File: config.mk
export PLATFORM = sky130hd
export DESIGN_NAME = adc_init_seq
export DESIGN_NICKNAME = d
export VERILOG_FILES = /design/src/rtl/adc_init_seq.sv
export SDC_FILE = /design/constraint.sdc
export NUM_CORES = 1
export LEC_CHECK = 0
export ABC_AREA = 1
export CORE_MARGIN = 1.5
export CORE_UTILIZATION = 40
export DETAILED_ROUTE_END_ITERATION = 8
export GPL_TIMING_DRIVEN = 1
export PLACE_DENSITY = 0.65
export SYNTH_ARGS = -nofsm -noshare
export SYNTH_HDL_FRONTEND = slang
export SYNTH_SLANG_ARGS = --single-unit
File: constraint.sdc
create_clock -name CLK -period 2.7 [get_ports CLK]
set_input_delay 0.405 -clock CLK [delete_from_list [all_inputs] [get_ports CLK]]
set_output_delay 0.405 -clock CLK [all_outputs]
set_load 0.005 [all_outputs]
File: src/rtl/adc_init_seq.sv
// adc_init_seq: power-up delay, then sends each ROM command word to the ADC serial engine with ack timeout and retry
module adc_init_seq #(
  parameter int          N_CMDS    = 8,
  parameter logic [15:0] PWR_DLY   = 16'd1000,
  parameter logic [7:0]  ACK_TMO   = 8'd200,
  parameter logic [1:0]  RETRY_MAX = 2'd3
) (
  input  logic        CLK,
  input  logic        EOS,
  input  logic        ADC_INIT_RST,
  output logic [3:0]  ROM_ADDR,
  input  logic [23:0] ROM_DATA,
  output logic        SER_REQ,
  output logic [23:0] SER_WORD,
  input  logic        SER_ACK,
  output logic        ADC_RDY,
  output logic        ADC_ERR,
  output logic [2:0]  INIT_STATE
);
  typedef enum logic [2:0] {
    ST_IDLE, ST_PWR_DLY, ST_FETCH, ST_LOAD, ST_SEND, ST_NEXT, ST_DONE, ST_ERROR
  } state_t;
  state_t state, state_nx;
  logic [15:0] dly_cnt, dly_nx;
  logic [7:0] tmo_cnt, tmo_nx;
  logic [1:0] retry_cnt, retry_nx;
  logic [3:0] addr_nx;
  logic [23:0] word_nx;
  logic req_nx, rdy_nx, err_nx;
  assign INIT_STATE = state;
  // state, counters and every output are registered from the next-value logic
  always_ff @(posedge CLK or negedge EOS)
    if (!EOS) begin
      state     <= ST_IDLE;
      ROM_ADDR  <= '0;
      SER_REQ   <= 1'b0;
      SER_WORD  <= '0;
      ADC_RDY   <= 1'b0;
      ADC_ERR   <= 1'b0;
      dly_cnt   <= '0;
      tmo_cnt   <= '0;
      retry_cnt <= '0;
    end else begin
      state     <= state_nx;
      ROM_ADDR  <= addr_nx;
      SER_REQ   <= req_nx;
      SER_WORD  <= word_nx;
      ADC_RDY   <= rdy_nx;
      ADC_ERR   <= err_nx;
      dly_cnt   <= dly_nx;
      tmo_cnt   <= tmo_nx;
      retry_cnt <= retry_nx;
    end
  // next state and next register values; ADC_INIT_RST overrides everything
  always_comb begin
    state_nx = state;
    addr_nx  = ROM_ADDR;
    req_nx   = SER_REQ;
    word_nx  = SER_WORD;
    rdy_nx   = ADC_RDY;
    err_nx   = ADC_ERR;
    dly_nx   = dly_cnt;
    tmo_nx   = tmo_cnt;
    retry_nx = retry_cnt;
    if (ADC_INIT_RST) begin
      state_nx = ST_IDLE;
      addr_nx  = '0;
      req_nx   = 1'b0;
      rdy_nx   = 1'b0;
      err_nx   = 1'b0;
      dly_nx   = '0;
      tmo_nx   = '0;
      retry_nx = '0;
    end else begin
      case (state)
        ST_IDLE: begin
          state_nx = ST_PWR_DLY;
          dly_nx   = '0;
        end
        ST_PWR_DLY: begin
          dly_nx = dly_cnt + 16'd1;
          if (dly_cnt == PWR_DLY - 16'd1) begin
            state_nx = ST_FETCH;
            addr_nx  = '0;
            retry_nx = '0;
          end
        end
        ST_FETCH: state_nx = ST_LOAD;
        ST_LOAD: begin
          word_nx  = ROM_DATA;
          req_nx   = 1'b1;
          tmo_nx   = '0;
          state_nx = ST_SEND;
        end
        ST_SEND: begin
          tmo_nx = tmo_cnt + 8'd1;
          if (SER_ACK) begin
            state_nx = ST_NEXT;
            req_nx   = 1'b0;
          end else if (tmo_cnt == ACK_TMO - 8'd1) begin
            req_nx   = 1'b0;
            state_nx = retry_cnt == RETRY_MAX ? ST_ERROR : ST_FETCH;
            err_nx   = retry_cnt == RETRY_MAX;
            retry_nx = retry_cnt == RETRY_MAX ? retry_cnt : retry_cnt + 2'd1;
          end
        end
        ST_NEXT: begin
          if (ROM_ADDR == 4'(N_CMDS - 1)) begin
            state_nx = ST_DONE;
            rdy_nx   = 1'b1;
          end else begin
            state_nx = ST_FETCH;
            addr_nx  = ROM_ADDR + 4'd1;
            retry_nx = '0;
          end
        end
        ST_DONE: state_nx = ST_DONE;
        ST_ERROR: begin
          state_nx = ST_ERROR;
          req_nx   = 1'b0;
        end
      endcase
    end
  end
endmodule

==> results.md, run 1 <==
* Largest net degree at the start of global routing at 61
* Syn Area/Cell at 9.13 µm²
* Clk_lat worst skew at 0.34 ns
* Die area at 0.00808 mm²
* Worst r2r path cells at 8
* Fin Setup TNS at 0 ns
* Hold Crit Class: in -> async
* Setup bufs post-CTS at 0
* Synth area leaders: dfrtp_1 (50%), nand2_1 (9.8%), mux2_4 (9.4%), nand3_1 (4.3%), nor2_1 (4.2%)
* Post-Route WL at 6480 µm
* Grt total ovfl at 0
* Area fraction of the dominant cell type after synthesis at 0.497
* Vias in the first global route at 2414
* Crit-path cells: clkdlybuf4s50_1
* Register area at 0.00150 mm²
* Post-synthesis cell type count at 31
* Max clock buf depth at 2
* Synth warn at 0
* Port bufs at 61
* Final Hold Violating Endpoints at 0
* Final #Nets at 431
* CP Capture Type: primary output
* Routed vias at 2448
* # H-tree levels at 3
* Dpl hpwl at 4550 µm
* PwrDens at 841 mW/mm²
* CTS tree: yes
* Worst reg-to-reg setup slack at 0.95 ns
* Part of the power in registers at 0.376
* P_sw at 0.000935 W
* Slew HR at 0.496
* Resized cells post-CTS at 0
* Clock skew at 0.00451 ns
* Synth Cell Area at 0.00302 mm²
* FF-to-FF Start: INIT_STATE[1]
* Max cap viols at 0
* Worst r2r dst: INIT_STATE[0]
* CP max stage cell: dfrtp_1
* VDD IR max at 0.507 mV
* Post-route clock period utilization at 0.709
* Initial cell density of the core at 0.414
* Primary FF master, synth: dfrtp_1
* Fill count at 683
* Clock root cell: clkbuf_8
* Worst path required time at 2.30 ns
* Max stage delay on crit path at 0.59 ns
* Antenna Nets Post-Route at 0
* # setup viols final at 0
* Clock transition at path regs at 0.07 ns
* Total track usage at 0.174
* Share of cells above drive strength 1 at 0.129
* Status: finished clean
* Total CTS buffers at 9
* Post-synthesis sequential area ratio at 0.497
* Final Wtd Congestion at 0.814
* Synthesis-stage register bit count at 60
* Post-synth EDFFs at 0
* Inserted Diodes at 0
* Syn_nets at 363
* Sink Count at 60
* Leakage at 1.87 nW
* DRT Pass-1 Iters at 4
* Via-to-Cell Ratio at 4.87
* First-pass GRT wire length at 11300 µm
* Ports at 62
* Die Ht at 89.9 µm
* FP Rows at 31
* Worst setup SP type: flip-flop
* Post-DR wirelength/cell at 12.9 µm
* Number of DRC markers in iteration 0 at 108
* CP bufs+invs at 1
* Area of the multi-input gates at 0.00135 mm²
* Hold-fix buffers at CTS at 0
* CP Class: reg -> out
* Most frequent cells after synthesis: nand2_1 (79), dfrtp_1 (60), nor2_1 (34)
* Worst-Margin Slew at 0.756 ns
* Remaining DRCs at 0
* Sw frac at 0.280
* Critical Path AT at 1.51 ns
* Slew Viols, Final at 0
* Asr flop ratio synth at 1.00
* Max Clk Rate at 522 MHz
* Die Wd at 89.9 µm
* Crit path time final at 1.91 ns
* Logic pwr share at 0.323
* RSZ-0062 raised after global routing: false
* Area leader, netlist: dfrtp_1
* Pint at 0.00240 W
* Antenna violations before repair at 0
* Top delay family on crit path: flip-flops
* Area Overhead vs Synth at 31.3%
* Synth Instances at 331
* Clk network pwr share at 0.301
* Critical path fanouts, max at 11
* Core area at 0.00729 mm²
* Hold slack at 0.200 ns
* Count leader, synth: nand2_1
==> metrics by stage <==
step / cell area [µm²] / util / setup WS [ns] / total power (W) / std cells
finish: 3970 / 0.544 / 0.785 / 0.00334 / 503
CTS: 3970 / 0.544 / 0.748 / 0.00339 / 503
detailed placement: 3720 / 0.510 / 0.451 / 0.00236 / 487
floorplan: 3020 / - / 1.34 / 0.00181 / 331
global route: 3970 / 0.544 / 0.672 / 0.00354 / 503
global placement: 3720 / 0.510 / 0.500 / 0.00233 / 487
==> area by class of cell <==
cell class | instances | share of cell area
sequential | 60 | 0.379
multi-input combinational | 231 | 0.340
timing repair buffer | 62 | 0.155
inverter | 35 | 0.0331
clock inverter | 7 | 0.0315
clock buffer | 9 | 0.0312
tap | 99 | 0.0312
==> per-layer routing <==
| layer | track usage | routed length, µm | vias up |
|---|---|---|---|
| li1 | - | - | 1233 |
| met1 | 0.224 | 3100 | 1143 |
| met2 | 0.277 | 2990 | 63 |
| met3 | 0.0558 | 294 | 9 |
| met4 | 0.0556 | 92 | 0 |
| met5 | 0 | 0 | - |
==> how the worst max path moves through the flow <==
stage             startpoint             to  slack, ns  cells after the start
2_1_floorplan     dly_cnt[0]    ROM_ADDR[3]       1.34                     10
3_3_place_gp    ADC_INIT_RST   SER_WORD[13]       0.50                      4
3_5_place_dp    ADC_INIT_RST     dly_cnt[8]       0.45                      6
4_1_cts        INIT_STATE[2]  INIT_STATE[2]       0.75                      1
5_1_grt         ADC_INIT_RST     dly_cnt[4]       0.67                      6
6_report       INIT_STATE[2]  INIT_STATE[2]       0.79                      1
==> registers in the layout, summed over array words and instances (netlist names) <==
name	count
SER_WORD	24
ADC_ERR	1
dly_cnt	16
retry_cnt	2
tmo_cnt	8
SER_REQ	1
ADC_RDY	1
ROM_ADDR	4
INIT_STATE	3
==> power by group through the flow <==
stage / Clock [W] / Combinational (W) / Sequential [W]
after floorplan: 0 / 0.000543 / 0.00126
after global placement: 0 / 0.00107 / 0.00127
after detailed placement: 0 / 0.00109 / 0.00127
after CTS: 0.00104 / 0.00109 / 0.00126
after global routing: 0.00107 / 0.00118 / 0.00129
final: 0.00100 / 0.00108 / 0.00126
==> placed cells by master, fill, tap and decap left out, types with 2 or more instances in the layout <==
cell type,count
inv_1,33
o31ai_1,3
mux2_4,19
nand3_1,26
ha_1,4
clkinv_4,4
inv_2,2
bufinv_16,3
a21oi_1,7
o21ai_1,2
mux2_2,5
dfrtp_1,60
nor2_4,3
a22oi_1,2
o21ai_0,20
clkdlybuf4s50_1,60
o22ai_1,4
xor2_1,2
clkbuf_8,9
nand4_1,6
o211ai_1,2
nand2_2,2
nand2_1,79
nor2_1,34
nor3_1,4
==> cell families (layout without fill, tap and decap cells) <==
group,after synthesis,after routing,share of synthesized area
fa+ha+maj,4,4,0.0166
xor+xnor,2,2,0.00580
mux,24,24,0.113
compound gates,44,44,0.0845
simple gates,157,157,0.226
buf+inv,40,113,0.0568
flops,60,60,0.497
Note: power is estimated with default switching activity, not from simulation.
==> run 2: changes to the inputs <==
==> constraint.sdc (replaced) <==
create_clock -name CLK -period 1.95 [get_ports CLK]
set_input_delay 0.2925 -clock CLK [delete_from_list [all_inputs] [get_ports CLK]]
set_output_delay 0.2925 -clock CLK [all_outputs]
set_load 0.005 [all_outputs]
==> results.md, run 2 (synthesized netlist as in run 1, its figures left out) <==
* Crit path time final at 1.83 ns
* Antenna violations before repair at 0 (unchanged)
* Clk_lat worst skew at 0.33 ns (about the same)
* Share of cells above drive strength 1 at 0.143 (+0.0145)
* Max cap viols at 0 (unchanged)
* Highest-count cells in the layout ignoring fill and taps: nand2_1 (79), dfrtp_1 (60), clkdlybuf4s50_1 (60)
* Top delay family on crit path: flip-flops
* Biggest register: SER_WORD
* Slew HR at 0.620 (+0.124)
* Vias in the first global route at 2453 (+1.6%)
* Initial cell density of the core at 0.414 (unchanged)
* CP Class: reg -> out
* Hold Crit Class: in -> async
* Post-DR wirelength/cell at 12.8 µm (-0.49%)
* Final #Nets at 439 (+1.9%)
* CP Capture Type: primary output
* Total CTS buffers at 9 (unchanged)
* First-pass GRT wire length at 11400 µm (+0.86%)
* Grt total ovfl at 0 (unchanged)
* Die area at 0.00808 mm² (unchanged)
* # H-tree levels at 3 (unchanged)
* Critical path fanouts, max at 11 (unchanged)
* Core area at 0.00729 mm² (unchanged)
* Fin Setup TNS at 0 ns (unchanged)
* Final Wtd Congestion at 0.875 (+7.5%)
* CTS tree: yes
* Fill count at 666 (-2.5%)
* Setup WS post-layout at 0.117 ns (-0.668 ns)
* Leakage at 1.90 nW (+1.4%)
* Routed vias at 2485 (+1.5%)
* Die Ht at 89.9 µm (unchanged)
* Area Overhead vs Synth at 32.5%
* Dpl hpwl at 4750 µm (+4.6%)
* Max stage delay on crit path at 0.61 ns (+0.02 ns)
* Ports at 62 (unchanged)
* Number of DRC markers in iteration 0 at 169 (+56%)
* Die Wd at 89.9 µm (unchanged)
* Worst r2r path cells at 6 (-2)
* Antenna Nets Post-Route at 0 (unchanged)
* Worst path required time at 1.66 ns (-0.64 ns)
* Max clock buf depth at 2 (unchanged)
* PwrDens at 1100 mW/mm² (+31%)
* Worst setup SP type: flip-flop
* Setup bufs post-CTS at 0 (unchanged)
* Post-route clock period utilization at 0.940
* Remaining DRCs at 0 (unchanged)
* Clock root cell: clkbuf_8
* CP max stage cell: dfrtp_1
* Max Clk Rate at 545 MHz
* Final Hold Violating Endpoints at 0 (unchanged)
* Worst reg-to-reg setup slack at 0.32 ns (-0.63 ns)
* Max reg flops at 24 (unchanged)
* Worst-Margin Slew at 0.570 ns (-0.186 ns)
* FP Rows at 31 (unchanged)
* DRT Pass-1 Iters at 4 (unchanged)
* Sink Count at 60 (unchanged)
* Total track usage at 0.173 (-0.000633)
* # setup viols final at 0 (unchanged)
* Post-Route WL at 6550 µm (+1.1%)
* Status: finished clean
* Inserted Diodes at 0 (unchanged)
* FF-to-FF Start: INIT_STATE[0]
* CP bufs+invs at 1 (unchanged)
* VDD IR max at 0.642 mV (+27%)
* Crit-path cells: clkdlybuf4s50_1
* Clock skew at 0.0113 ns (+0.00680 ns)
* Regs by FF count: SER_WORD: 24 flops, dly_cnt: 16 flops, tmo_cnt: 8 flops
* Port bufs at 61 (unchanged)
* Most common cell after layout, fill and taps aside: nand2_1
* Worst r2r dst: INIT_STATE[0]
* Critical Path AT at 1.54 ns (+0.03 ns)
* RSZ-0062 raised after global routing: false
* Largest net degree at the start of global routing at 27 (-56%)
* Via-to-Cell Ratio at 4.86 (about the same)
* Slew Viols, Final at 0 (unchanged)
* Pre-CTS setup slack at 0.252 ns (-0.199 ns)
* Clock transition at path regs at 0.07 ns (about the same)
-- run 2: cell count changes in the layout (fill, tap and decap cells not counted), sizes merged --
cell / delta
dlygate4sd3: +1
buf: +7
clkinvlp: +1
clkinv: -1
inv: +2
bufinv: -2
-- run 2: through the flow --
stage / instances / power, W / hold slack, ns / cell area, µm² / utilization
2_1_floorplan: 331 / 0.00250 / -0.00309 / 3020 / -
3_3_place_gp: 494 / 0.00329 / 0.321 / 3790 / 0.520
3_5_place_dp: 494 / 0.00331 / 0.323 / 3790 / 0.520
4_1_cts: 511 / 0.00446 / 0.490 / 4000 / 0.549
5_1_grt: 511 / 0.00468 / 0.518 / 4000 / 0.549
6_report: 511 / 0.00440 / 0.482 / 4000 / 0.549
-- run 2: what timing repair did --
action | 4_1_cts | 5_1_grt
endpoints found under the hold margin | 24 | 0
hold buffers | 1 | 0
resized for setup | 0 | 0
-- run 2: how the worst max path moves through the flow --
stage               cells after the start  slack, ns            end           from
floorplan                              10       0.59    ROM_ADDR[3]     dly_cnt[0]
global placement                        7       0.28    ROM_ADDR[0]   ADC_INIT_RST
detailed placement                      7       0.25    ROM_ADDR[2]   ADC_INIT_RST
CTS                                     1       0.09  INIT_STATE[2]  INIT_STATE[2]
global route                            1       0.04  INIT_STATE[2]  INIT_STATE[2]
finish                                  1       0.12  INIT_STATE[2]  INIT_STATE[2]
-- run 2: power by group --
part,switching (W),internal (W),leakage (nW)
clock,0.000523,0.000596,0.100
combinational,0.000570,0.000975,1.00
sequential,0.000195,0.00154,0.792
total,0.00129,0.00311,1.90
-- run 2: layout make-up --
cell class,instances,area [µm²],share of cell area
sequential,60,1500,0.375
inverter,35,131,0.0328
multi-input combinational,231,1350,0.337
clock inverter,7,73.8,0.0184
clock buffer,9,124,0.0309
tap,99,124,0.0309
timing repair buffer,70,701,0.175
-- run 2: routing by layer --
layer  track usage  up-vias  wire length (µm)
met5             0        -                 0
met4        0.0595        0                32
met3        0.0465        5               312
met2         0.281       55              3160
met1         0.224     1177              3040
li1              -     1248                 -
